`config.mk`:
```
export PLATFORM = sky130hd
export DESIGN_NAME = frame_buffer_ctrl_flat
export DESIGN_NICKNAME = d
export VERILOG_FILES = /design/src/rtl/frame_buffer_ctrl_if.sv /design/src/rtl/frame_buffer_ctrl.sv /design/src/flat_wrapper.sv
export SDC_FILE = /design/constraint.sdc
export NUM_CORES = 1
export LEC_CHECK = 0
export ABC_AREA = 0
export BUFFER_PORTS_ARGS = -buffer_cell sky130_fd_sc_hd__buf_2
export CAP_MARGIN = 0
export CORE_MARGIN = 1.5
export CORE_UTILIZATION = 42
export DETAILED_ROUTE_END_ITERATION = 10
export PLACE_DENSITY = 0.76
export SLEW_MARGIN = 20
export SYNTH_ARGS = -nofsm -noshare
export SYNTH_HDL_FRONTEND = slang
export SYNTH_SLANG_ARGS = --single-unit
```
`constraint.sdc`:
```
create_clock -name pixel_clk_in -period 2.55 [get_ports pixel_clk_in]
set_clock_uncertainty 0.15 [all_clocks]
set_input_delay 0.51 -clock pixel_clk_in [delete_from_list [all_inputs] [get_ports pixel_clk_in]]
set_output_delay 0.51 -clock pixel_clk_in [all_outputs]
set_load 0.02 [all_outputs]
```
`src/rtl/frame_buffer_ctrl_if.sv`:
```
// Signal bundle between the ray transformer, display timing, dual-port BRAM and frame_buffer_ctrl.
interface frame_buffer_ctrl_if;
    logic        ray_valid_in;
    logic [15:0] ray_address_in;
    logic [15:0] ray_pixel_in;
    logic        ray_last_pixel_in;
    logic        frame_buff_ready_out;
    logic [10:0] hcount_in;
    logic [9:0]  vcount_in;
    logic        new_frame_in;
    logic [16:0] bram_wr_addr_out;
    logic [15:0] bram_wr_data_out;
    logic        bram_wr_en_out;
    logic [16:0] bram_rd_addr_out;
    logic [15:0] bram_rd_data_in;
    logic [15:0] pixel_out;
    logic        frame_swap_out;
    logic        addr_err_out;

    modport master (
        output ray_valid_in, ray_address_in, ray_pixel_in, ray_last_pixel_in,
        output hcount_in, vcount_in, new_frame_in, bram_rd_data_in,
        input  frame_buff_ready_out, bram_wr_addr_out, bram_wr_data_out, bram_wr_en_out,
        input  bram_rd_addr_out, pixel_out, frame_swap_out, addr_err_out
    );

    modport slave (
        input  ray_valid_in, ray_address_in, ray_pixel_in, ray_last_pixel_in,
        input  hcount_in, vcount_in, new_frame_in, bram_rd_data_in,
        output frame_buff_ready_out, bram_wr_addr_out, bram_wr_data_out, bram_wr_en_out,
        output bram_rd_addr_out, pixel_out, frame_swap_out, addr_err_out
    );
endinterface

```
`src/rtl/frame_buffer_ctrl.sv`:
```
// Ping-pong frame buffer: ray pixels written to the back bank, front bank read 4x upscaled.
// Latency: write 1 cycle; display pixel 1 + BRAM_READ_LATENCY cycles after hcount/vcount.
// Backpressure: ready drops after the last pixel and returns at the next display frame boundary.
module frame_buffer_ctrl #(
    parameter int SCREEN_WIDTH       = 320,
    parameter int SCREEN_HEIGHT      = 180,
    parameter int FULL_SCREEN_WIDTH  = 1280,
    parameter int FULL_SCREEN_HEIGHT = 720,
    parameter int SCALE_SHIFT        = 2,
    parameter int BRAM_READ_LATENCY  = 2
) (
    input  logic               pixel_clk_in,
    input  logic               rst_in,
    frame_buffer_ctrl_if.slave bus
);
    localparam int          RD_PIPE    = BRAM_READ_LATENCY + 1;
    localparam logic [16:0] BANK_WORDS = 17'(SCREEN_WIDTH * SCREEN_HEIGHT);
    localparam logic [16:0] RENDER_W   = 17'(SCREEN_WIDTH);
    localparam logic [10:0] DISP_W     = 11'(FULL_SCREEN_WIDTH);
    localparam logic [9:0]  DISP_H     = 10'(FULL_SCREEN_HEIGHT);

    typedef enum logic {
        DRAWING   = 1'b0,
        WAIT_SWAP = 1'b1
    } state_t;

    state_t             state_q, state_d;
    logic               front_bank_q, front_bank_d;
    logic               ready_q, ready_d;
    logic [16:0]        wr_addr_q, wr_addr_d;
    logic [15:0]        wr_data_q, wr_data_d;
    logic               wr_en_q, wr_en_d;
    logic               swap_q, swap_d;
    logic               err_q, err_d;
    logic [16:0]        rd_addr_q, rd_addr_d;
    logic [RD_PIPE-1:0] act_q, act_d;

    logic        in_range;
    logic        active;
    logic [16:0] front_base;
    logic [16:0] back_base;
    logic [16:0] row_base;
    logic [16:0] col;

    always_comb begin
        front_base = front_bank_q ? BANK_WORDS : 17'd0;
        back_base  = front_bank_q ? 17'd0 : BANK_WORDS;
        in_range   = {1'b0, bus.ray_address_in} < BANK_WORDS;
    end

    // Write side and bank ownership.
    always_comb begin
        state_d      = state_q;
        front_bank_d = front_bank_q;
        wr_addr_d    = wr_addr_q;
        wr_data_d    = wr_data_q;
        wr_en_d      = 1'b0;
        swap_d       = 1'b0;
        err_d        = err_q;
        case (state_q)
            DRAWING: begin
                if (bus.ray_valid_in) begin
                    if (in_range) begin
                        wr_en_d   = 1'b1;
                        wr_addr_d = {1'b0, bus.ray_address_in} + back_base;
                        wr_data_d = bus.ray_pixel_in;
                    end else begin
                        err_d = 1'b1;
                    end
                    if (bus.ray_last_pixel_in) begin
                        state_d = WAIT_SWAP;
                    end
                end
            end
            WAIT_SWAP: begin
                if (bus.new_frame_in) begin
                    front_bank_d = ~front_bank_q;
                    swap_d       = 1'b1;
                    state_d      = DRAWING;
                end
            end
        endcase
        ready_d = (state_d == DRAWING);
    end

    // The bank is folded into the address here, so a swap can never split a pixel.
    always_comb begin
        active    = (bus.hcount_in < DISP_W) && (bus.vcount_in < DISP_H);
        row_base  = 17'(bus.vcount_in >> SCALE_SHIFT) * RENDER_W;
        col       = 17'(bus.hcount_in >> SCALE_SHIFT);
        rd_addr_d = active ? (row_base + col + front_base) : front_base;
        act_d     = {act_q[RD_PIPE-2:0], active};
    end

    always_ff @(posedge pixel_clk_in or negedge rst_in) begin
        if (!rst_in) begin
            state_q      <= DRAWING;
            front_bank_q <= 1'b0;
            ready_q      <= 1'b1;
            wr_addr_q    <= 17'd0;
            wr_data_q    <= 16'd0;
            wr_en_q      <= 1'b0;
            swap_q       <= 1'b0;
            err_q        <= 1'b0;
            rd_addr_q    <= 17'd0;
            act_q        <= '0;
        end else begin
            state_q      <= state_d;
            front_bank_q <= front_bank_d;
            ready_q      <= ready_d;
            wr_addr_q    <= wr_addr_d;
            wr_data_q    <= wr_data_d;
            wr_en_q      <= wr_en_d;
            swap_q       <= swap_d;
            err_q        <= err_d;
            rd_addr_q    <= rd_addr_d;
            act_q        <= act_d;
        end
    end

    assign bus.frame_buff_ready_out = ready_q;
    assign bus.bram_wr_addr_out     = wr_addr_q;
    assign bus.bram_wr_data_out     = wr_data_q;
    assign bus.bram_wr_en_out       = wr_en_q;
    assign bus.frame_swap_out       = swap_q;
    assign bus.addr_err_out         = err_q;
    assign bus.bram_rd_addr_out     = rd_addr_q;
    assign bus.pixel_out            = act_q[RD_PIPE-1] ? bus.bram_rd_data_in : 16'd0;
endmodule
```
`src/flat_wrapper.sv`:
```
// flat-port wrapper written by rule: the top's interface ports become plain ports
module frame_buffer_ctrl_flat 
#(
    parameter int SCREEN_WIDTH       = 320,
    parameter int SCREEN_HEIGHT      = 180,
    parameter int FULL_SCREEN_WIDTH  = 1280,
    parameter int FULL_SCREEN_HEIGHT = 720,
    parameter int SCALE_SHIFT        = 2,
    parameter int BRAM_READ_LATENCY  = 2
)
  (pixel_clk_in, rst_in, bus_ray_valid_in, bus_ray_address_in, bus_ray_pixel_in, bus_ray_last_pixel_in, bus_hcount_in, bus_vcount_in, bus_new_frame_in, bus_bram_rd_data_in, bus_frame_buff_ready_out, bus_bram_wr_addr_out, bus_bram_wr_data_out, bus_bram_wr_en_out, bus_bram_rd_addr_out, bus_pixel_out, bus_frame_swap_out, bus_addr_err_out);
  frame_buffer_ctrl_if bus_i ();
  input  logic pixel_clk_in;
  input  logic rst_in;
  input wire logic [$bits(bus_i.ray_valid_in)-1:0] bus_ray_valid_in;
  input wire logic [$bits(bus_i.ray_address_in)-1:0] bus_ray_address_in;
  input wire logic [$bits(bus_i.ray_pixel_in)-1:0] bus_ray_pixel_in;
  input wire logic [$bits(bus_i.ray_last_pixel_in)-1:0] bus_ray_last_pixel_in;
  input wire logic [$bits(bus_i.hcount_in)-1:0] bus_hcount_in;
  input wire logic [$bits(bus_i.vcount_in)-1:0] bus_vcount_in;
  input wire logic [$bits(bus_i.new_frame_in)-1:0] bus_new_frame_in;
  input wire logic [$bits(bus_i.bram_rd_data_in)-1:0] bus_bram_rd_data_in;
  output wire logic [$bits(bus_i.frame_buff_ready_out)-1:0] bus_frame_buff_ready_out;
  output wire logic [$bits(bus_i.bram_wr_addr_out)-1:0] bus_bram_wr_addr_out;
  output wire logic [$bits(bus_i.bram_wr_data_out)-1:0] bus_bram_wr_data_out;
  output wire logic [$bits(bus_i.bram_wr_en_out)-1:0] bus_bram_wr_en_out;
  output wire logic [$bits(bus_i.bram_rd_addr_out)-1:0] bus_bram_rd_addr_out;
  output wire logic [$bits(bus_i.pixel_out)-1:0] bus_pixel_out;
  output wire logic [$bits(bus_i.frame_swap_out)-1:0] bus_frame_swap_out;
  output wire logic [$bits(bus_i.addr_err_out)-1:0] bus_addr_err_out;
  assign bus_i.ray_valid_in = bus_ray_valid_in;
  assign bus_i.ray_address_in = bus_ray_address_in;
  assign bus_i.ray_pixel_in = bus_ray_pixel_in;
  assign bus_i.ray_last_pixel_in = bus_ray_last_pixel_in;
  assign bus_i.hcount_in = bus_hcount_in;
  assign bus_i.vcount_in = bus_vcount_in;
  assign bus_i.new_frame_in = bus_new_frame_in;
  assign bus_i.bram_rd_data_in = bus_bram_rd_data_in;
  assign bus_frame_buff_ready_out = bus_i.frame_buff_ready_out;
  assign bus_bram_wr_addr_out = bus_i.bram_wr_addr_out;
  assign bus_bram_wr_data_out = bus_i.bram_wr_data_out;
  assign bus_bram_wr_en_out = bus_i.bram_wr_en_out;
  assign bus_bram_rd_addr_out = bus_i.bram_rd_addr_out;
  assign bus_pixel_out = bus_i.pixel_out;
  assign bus_frame_swap_out = bus_i.frame_swap_out;
  assign bus_addr_err_out = bus_i.addr_err_out;
  frame_buffer_ctrl #(.SCREEN_WIDTH(SCREEN_WIDTH), .SCREEN_HEIGHT(SCREEN_HEIGHT), .FULL_SCREEN_WIDTH(FULL_SCREEN_WIDTH), .FULL_SCREEN_HEIGHT(FULL_SCREEN_HEIGHT), .SCALE_SHIFT(SCALE_SHIFT), .BRAM_READ_LATENCY(BRAM_READ_LATENCY)) u_core (.pixel_clk_in(pixel_clk_in), .rst_in(rst_in), .bus(bus_i));
endmodule
```
Word level (Yosys, flattened, before mapping). Index checks and enable logic that the tools add are counted.

Register bits after elaboration: 59. Input port bits: 74. Output and inout port bits: 70. Word-level logic and storage cells: 38.

Add/subtract/negate cells: 3. Multipliers: 1. Magnitude comparators: 3. Multiplexer cells: 13. Bitwise gates (word level): 4. Reductions and logical operators: 4.

Operators with widths (count): 16-bit two-way mux (3); 16-bit by 17-bit adder with 17-bit output (1); 17-bit adder (1); 17-bit by 9-bit adder with 17-bit output (1); 17-bit two-way mux (1); 16-bit less-than comparator (second input constant) (1); 11-bit less-than comparator (second input constant) (1); 8-bit by 3-bit multiplier with 11-bit output (second input constant) (1); 10-bit less-than comparator (second input constant) (1); 1-bit two-way mux (8); 3-bit AND reduction (2); 1-bit inverter (4); 1-bit one-hot mux with 2 select lines (1); 2-bit AND reduction (1); 1-bit logical AND (1).

Logic depth before layout (Yosys ltp). Gate-level depths: netlist of run 1.

Word-level depth: 4. Gate-level depth with buffers: 15. Gate-level depth less buffers: 15.

Worst setup path after synthesis of run 1. No wires, ideal clock.

Path type: input to register. Start: input port bus_vcount_in[3]. End: register u_core.rd_addr_q[16] (netlist: u_core.bus.bram_rd_addr_out[16]). Library setup time: 0.119 ns. Arrival time: 3.358 ns. Data required time: 2.281 ns. Path slack: -1.077 ns. Stages on the path: 14. Buffers on the path: 0. Cell sequence: ha_1 ha_1 fa_1 a21o_1 a21oi_1 o21bai_1 a21oi_1 xnor2_1 ha_1 ha_1 a21o_1 a21oi_1 xor3_1 and2_1.

Longest elaborated chain between the ends: 4. Elaborated cells between the ends (all ways): 6. Those cells by class: add/sub (2); mul (1); order compare (1); mux (1); reduce/logical (1).

RTL lines: from (decl) (line flat_wrapper.sv:20) `input wire logic [$bits(bus_i.vcount_in)-1:0] bus_vcount_in;`; 8-bit by 3-bit multiplier with 11-bit output (line frame_buffer_ctrl.sv:89) `row_base = 17'(bus.vcount_in >> SCALE_SHIFT) * RENDER_W;`; 17-bit by 9-bit adder with 17-bit output (line frame_buffer_ctrl.sv:91) `rd_addr_d = active ? (row_base + col + front_base) : front_base;`; 17-bit adder (line frame_buffer_ctrl.sv:91); 17-bit two-way mux (*) (line frame_buffer_ctrl.sv:91); net u_core.rd_addr_d[16] (line frame_buffer_ctrl.sv:35) `logic [16:0] rd_addr_q, rd_addr_d;`; to (signal assigned) (line frame_buffer_ctrl.sv:116) `rd_addr_q <= rd_addr_d;`; to (decl) (line frame_buffer_ctrl.sv:35).

The timed path passes the listed nets; every way through them passes the cells marked *. A chain may end at the register's enable or synchronous reset.

Worst setup path in the final report of run 1. Ends and elaborated chain as after synthesis.

==> summary.txt, run 1 <==
Floorplan
  • Die height: 88.7 um
  • Initial Util: 0.430
  • Io pins: 144
  • Die X: 88.7 um
  • Die Area: 0.00786 mm2
  • Rows: 31
  • Core Box Area: 0.00718 mm2

Clocking
  • CTS max path bufs: 2
  • H-tree Lvls: 3
  • Root Buffer: clkbuf_8
  • Clock latency on the worst-skew pair: 0.32 ns
  • # clock sinks: 59
  • Hold_buf cts: 0
  • Clock-pin slew on the worst setup and hold paths: 0.06 ns
  • CTS tree: built
  • CTS Buf Count: 9

Pwr
  • Pleak: 0.00245 uW
  • Peak supply drop: 0.338 mV
  • Cell Pwr Density: 861 mW/mm2

Place
  • Placed insts: 559
  • Routability cong.: 0.778
  • Hpwl dp: 5.47 mm
  • Worst slack at placement: -1.01 ns
  • IO Port Bufs: 139
  • Area of placed instances: 0.00413 mm2

STA
  • Max Slew Vio Count: 0
  • Crit share post-route: 1.26
  • Final hold vios: 0
  • Tmin final: 3.22 ns
  • Fin Setup TNS: -1.22 ns
  • Slew HR: 0.642
  • Worst-Margin Slew: 0.534 ns
  • RSZ-0062 raised after global routing: yes
  • Setup ws final: -0.666 ns
  • Final setup viols: 5
  • F_max: 0.311 GHz

Routing
  • DR WL/cell: 12.5 um
  • Via density: 4.62
  • Final ANT Viol Nets: 0
  • Via count: 2668
  • Routed WL: 7.23 mm
  • Detailed-route DRC error count: 0
  • DRT Pass-1 Iters: 4
  • Iteration-0 DRC Markers: 37

Flow run
  • Max Cap Viol: 0

Global routing
  • First-pass GRT wire length: 11.2 mm
  • Initial antenna violation count: 0
  • GR Overflow Total: 0
  • Largest net degree at the start of global routing: 42
  • Total Routing Usage GR: 0.187
  • Vias in the first global route: 2565

Cells and area
  • Most common cell after layout, fill and taps aside: buf_2
  • Area of the multi-input gates: 0.00167 mm2
  • # fillers: 607
  • Area Growth Syn to Fin: 44.6%
  • N_diodes: 0
  • Most frequent cells in the layout: 136 x buf_2, 94 x nand2_1, 58 x dfrtp_1
  • Share of layout cells above drive strength 1: 0.452
  • Fin cells: 577
  • Reg area: 0.00148 mm2
  • Final Cell Area: 0.00446 mm2
  • Nets: 578

Worst setup path
  • Crit. End Element: register
  • CP Launch Type: input pin
  • CP max-delay cell: fa_2
  • WS Path Type: input pin to register
  • Crit path DAT: 3.28 ns
  • Critical path's largest stage delay: 0.35 ns
  • Crit path max fanout: 3
  • Crit path cell chain: buf_6, ha_4, ha_4, fa_2, a21o_1, a21oi_2, o21bai_1, a21oi_1, xnor2_1, ha_1, ha_4, nand3_1, nor3_2, a21oi_1, xor3_1, and2_1
  • Most frequent CP cell: ha_4
  • Worst EP required: 2.62 ns

Synth
  • Post-synthesis sequential area ratio: 0.479
  • Synthesis Warnings: 0
  • Cell variety after synth: 35
  • Syn Area/Cell: 10.1 um2
  • Synthesized cell area: 0.00308 mm2
  • Post-synthesis cell count: 305
  • Syn Nets: 409
  • FF+latch count, synth: 59

Status
  • Failing checks: negative setup slack
  • Status: finished with violations

Min path
  • Worst hold path type: input pin to asynchronous set/reset pin
[registers in the layout, summed over array words and instances (netlist names)]
name                             count
u_core.bus.bram_wr_data_out         16
u_core.bus.frame_buff_ready_out      1
u_core.bus.bram_rd_addr_out         17
u_core.bus.bram_wr_addr_out         17
u_core.state_q                       1
u_core.bus.addr_err_out              1
u_core.front_bank_q                  1
u_core.bus.frame_swap_out            1
u_core.act_q                         3
u_core.bus.bram_wr_en_out            1
[kinds of logic (layout without fill, tap and decap cells)]
group                    count (synthesis)  in the layout  synth area share
buffers and inverters                   18            191            0.0446
adder cells (fa/ha/maj)                 30             30             0.129
AO/OA/AOI/OAI                           36             36            0.0816
AND/OR/NAND/NOR                        143            143             0.206
XOR/XNOR                                18             18            0.0560
flip-flops                              59             59             0.479
multiplexers                             1              1           0.00325
[cell usage after synthesis, drive strengths merged]
| master | n | share of area |
|---|---|---|
| dfrtp | 58 | 0.47 |
| fa | 3 | 0.019 |
| a31oi | 2 | 0.0041 |
| buf | 7 | 0.029 |
| inv | 10 | 0.015 |
| and2 | 18 | 0.037 |
| nor2 | 7 | 0.0085 |
| clkbuf | 1 | 0.0012 |
| nand3 | 4 | 0.0065 |
| or4 | 1 | 0.0024 |
| o21ai | 11 | 0.026 |
| nor2b | 3 | 0.0061 |
| xnor2 | 9 | 0.026 |
| nand2b | 2 | 0.0041 |
| a21boi | 1 | 0.0024 |
| mux2i | 1 | 0.0032 |
| a21o | 5 | 0.012 |
| xor2 | 8 | 0.023 |
| o2111ai | 1 | 0.0049 |
| ha | 27 | 0.11 |
| o211a | 1 | 0.0032 |
| a21oi | 11 | 0.018 |
| o21bai | 3 | 0.0073 |
| xor3 | 1 | 0.0077 |
| nor3 | 2 | 0.0032 |
| and3 | 10 | 0.020 |
| nand4 | 2 | 0.0041 |
| dfstp | 1 | 0.0085 |
| nand2 | 94 | 0.11 |
| a41o | 1 | 0.0032 |
[stage by stage]
stage	utilization	total power, uW	hold WS, ns
5_1_grt	0.621	4090	0.0369
3_3_place_gp	0.575	2840	0.183
6_report	0.621	3840	0.00869
3_5_place_dp	0.575	2890	0.185
4_1_cts	0.611	3820	0.00811
2_1_floorplan	-	2310	0.0644
[worst max-delay path: cells and delay by family]
family                     cells  cell delay [ns]
AOI/OAI and AO/OA              5             0.66
buffers and inverters          1             0.10
xor gates and xnor gates       2             0.33
and+or+nand+nor                3             0.37
adders and majority gates      5             1.30
[worst paths after layout]
kind                                              endpoint  depth (start not counted)  slack (ns)                start
min in group pixel_clk_in                  u_core.act_q[1]                          0        0.19      u_core.act_q[0]
hold reg to reg                            u_core.act_q[1]                          0        0.19      u_core.act_q[0]
max in group asynchronous   u_core.bus.bram_rd_addr_out[4]                          2        1.68               rst_in
hold / removal              u_core.bus.bram_wr_addr_out[0]                          1       0.009               rst_in
setup reg to reg           u_core.bus.bram_rd_addr_out[16]                         10           0  u_core.front_bank_q
setup / recovery           u_core.bus.bram_rd_addr_out[16]                         16       -0.67     bus_vcount_in[3]
[area by class of cell]
class,count,area share
Timing Repair Buffer,166,0.214
Inverter,10,0.0101
Clock buffer,13,0.0356
Sequential cell,59,0.331
Tap cell,99,0.0278
Multi-Input combinational cell,228,0.373
Clock inverter,2,0.00786
[timing repair]
item / 4_1_cts / 5_1_grt
buffers inserted: 1 / 4
cloned: 0 / 0
endpoints found under the hold margin: 0 / 0
resized for setup: 10 / 13
pin swaps: 12 / 20
setup endpoints to repair: 4 / 6
[power breakdown]
part           switching (uW)  internal, uW  total (uW)
clock network             332           498         830
logic                     994           791        1780
registers                83.1          1140        1230
total                    1410          2430        3840
[routing by layer]
metal,global-route usage,share of wire,vias to the layer above,wire (um)
li1,-,-,1344,-
met1,0.203,0.41,1231,2950
met4,0.105,0.021,0,153
met2,0.337,0.50,81,3650
met5,0,0,-,0
met3,0.0401,0.066,12,477
No activity file was read; power rests on OpenSTA's default activity.
==> run 2, diff against run 1 <==
--- a/config.mk
+++ b/config.mk
@@ -8,10 +8,13 @@
 export ABC_AREA = 0
 export BUFFER_PORTS_ARGS = -buffer_cell sky130_fd_sc_hd__buf_2
 export CAP_MARGIN = 0
+export CELL_PAD_IN_SITES_DETAIL_PLACEMENT = 1
+export CELL_PAD_IN_SITES_GLOBAL_PLACEMENT = 1
 export CORE_MARGIN = 1.5
-export CORE_UTILIZATION = 42
+export CORE_UTILIZATION = 31
 export DETAILED_ROUTE_END_ITERATION = 10
-export PLACE_DENSITY = 0.76
+export HOLD_SLACK_MARGIN = 0.05
+export PLACE_DENSITY_LB_ADDON = 0.1
 export SLEW_MARGIN = 20
 export SYNTH_ARGS = -nofsm -noshare
 export SYNTH_HDL_FRONTEND = slang
==> run 2 against run 1 <==
Effect of this change: the flow still finishes with violations (negative setup slack); via count increased by 2.1%; die area rose by 34%; hold slack improved by 0.19 ns; sequential power hardly changed; clock power increased by 7.8%; fmax decreased by 0.65%; combinational power up 3%; critical path type unchanged; first-iteration DRC count up 120%; largest power group unchanged; flip-flop and latch count unchanged; register-to-register slack about the same; core utilization is 16 points lower.
==> summary.txt, run 2 (synthesis results as in run 1) <==
Status
  • Status: finished with violations
  • Failing checks: negative setup slack

Routing
  • DRT Pass-1 Iters: 4
  • Via count: 2723
  • DR WL/cell: 13.4 um
  • Iteration-0 DRC Markers: 82
  • Final ANT Viol Nets: 0
  • Routed WL: 8.19 mm
  • Via density: 4.44
  • Detailed-route DRC error count: 0

Worst setup path
  • CP Launch Type: input pin
  • Crit. End Element: register
  • Crit path DAT: 3.31 ns
  • Worst EP required: 2.62 ns
  • WS Path Type: input pin to register
  • Crit path max fanout: 3

Clocking
  • CTS max path bufs: 2
  • CTS Buf Count: 9
  • Root Buffer: clkbuf_8
  • H-tree Lvls: 3
  • CTS tree: built
  • Clock-pin slew on the worst setup and hold paths: 0.08 ns
  • # clock sinks: 59
  • Clock latency on the worst-skew pair: 0.33 ns

Place
  • Routability cong.: 0.784
  • Worst slack at placement: -1.10 ns
  • Placed insts: 596
  • Area of placed instances: 0.00417 mm2
  • IO Port Bufs: 139
  • Hpwl dp: 6.34 mm

Cells and area
  • Share of layout cells above drive strength 1: 0.456
  • Fin cells: 613
  • N_diodes: 0
  • Area Growth Syn to Fin: 46.6%
  • Nets: 579
  • Final Cell Area: 0.00452 mm2
  • Most frequent cells in the layout: 136 x buf_2, 94 x nand2_1, 58 x dfrtp_1
  • Most common cell after layout, fill and taps aside: buf_2

STA
  • Crit share post-route: 1.27
  • Final hold vios: 0
  • Final setup viols: 4
  • F_max: 0.309 GHz
  • Tmin final: 3.24 ns
  • Fin Setup TNS: -1.13 ns
  • Max Slew Vio Count: 0
  • RSZ-0062 raised after global routing: yes
  • Slew HR: 0.603
  • Worst-Margin Slew: 0.591 ns
  • Setup ws final: -0.687 ns

Floorplan
  • Io pins: 144
  • Initial Util: 0.317
  • Core Box Area: 0.00973 mm2
  • Die X: 103 um
  • Die Area: 0.0106 mm2
  • Die height: 103 um
  • Rows: 36

Global routing
  • Largest net degree at the start of global routing: 32
  • GR Overflow Total: 0
  • Total Routing Usage GR: 0.160
  • First-pass GRT wire length: 12.9 mm
  • Vias in the first global route: 2701
  • Initial antenna violation count: 0

Min path
  • Worst hold path type: input pin to register

Pwr
  • Total power: 3950 uW
  • Internal power: 2450 uW
  • Sw Share: 0.379
  • Pleak: 0.00245 uW
  • Seq pwr share: 0.309
  • Peak supply drop: 0.361 mV
  • Comb pwr share: 0.464
  • Cell Pwr Density: 875 mW/mm2
  • Clock power frac: 0.226
  • Sw power: 1500 uW

Flow run
  • Max Cap Viol: 0
==> run 2: per-stage QoR <==
stage,util,hold slack (ns)
2_1_floorplan,-,0.0644
3_3_place_gp,0.428,0.186
3_5_place_dp,0.428,0.186
4_1_cts,0.464,0.184
5_1_grt,0.464,0.192
6_report,0.464,0.201
==> run 2: metal layers <==
metal | vias up | track usage | part of all wire
li1 | 1351 | - | -
met1 | 1270 | 0.199 | 0.43
met2 | 93 | 0.267 | 0.47
met3 | 9 | 0.0475 | 0.088
met4 | 0 | 0.0506 | 0.012
met5 | - | 0 | 0
==> run 2: cell type report <==
class / count / area [um2]
fillers: 1185 / 5210
repair buffers: 167 / 942
clock buffers: 10 / 138
well taps: 133 / 166
clock inverters: 6 / 71.3
flip-flops and latches: 59 / 1480
inverters: 10 / 45.0
multi-input cells: 228 / 1680
==> run 2: worst paths after layout <==
check	from	endpoint	slack, ns	depth (start not counted)
setup / recovery	bus_vcount_in[3]	u_core.bus.bram_rd_addr_out[16]	-0.69	15
hold / removal	bus_ray_pixel_in[9]	u_core.bus.bram_wr_data_out[9]	0.20	3
setup reg to reg	u_core.front_bank_q	u_core.bus.bram_rd_addr_out[16]	-0.01	10
hold reg to reg	u_core.act_q[0]	u_core.act_q[1]	0.20	0
max in group asynchronous	rst_in	u_core.bus.frame_buff_ready_out	1.04	3
min in group asynchronous	rst_in	u_core.bus.bram_wr_data_out[7]	0.49	2
==> run 2: power by group through the flow <==
stage,Sequential (uW),Combinational [uW],Clock (uW)
2_1_floorplan,1500,810,0
3_3_place_gp,1240,1670,0
3_5_place_dp,1240,1720,0
4_1_cts,1230,1860,928
5_1_grt,1250,2050,968
6_report,1220,1830,895
==> run 2: repair_timing <==
| item | in CTS | in global routing |
|---|---|---|
| gates resized for setup | 22 | 1 |
| hold endpoints to repair | 18 | 0 |
| pin swaps | 19 | 0 |
| hold buffers | 1 | 0 |
| setup endpoints to repair | 4 | 6 |
| setup buffers | 1 | 0 |
==> run 2: worst max-delay path: stages <==
cell      delay (ns)
buf_6           0.10
ha_4            0.24
ha_4            0.16
fa_2            0.35
a21o_1          0.18
a21oi_2         0.14
o21bai_1        0.07
a21oi_1         0.17
xnor2_1         0.10
ha_1            0.33
ha_4            0.24
a21o_1          0.18
a21oi_1         0.14
xor3_1          0.22
and2_1          0.16
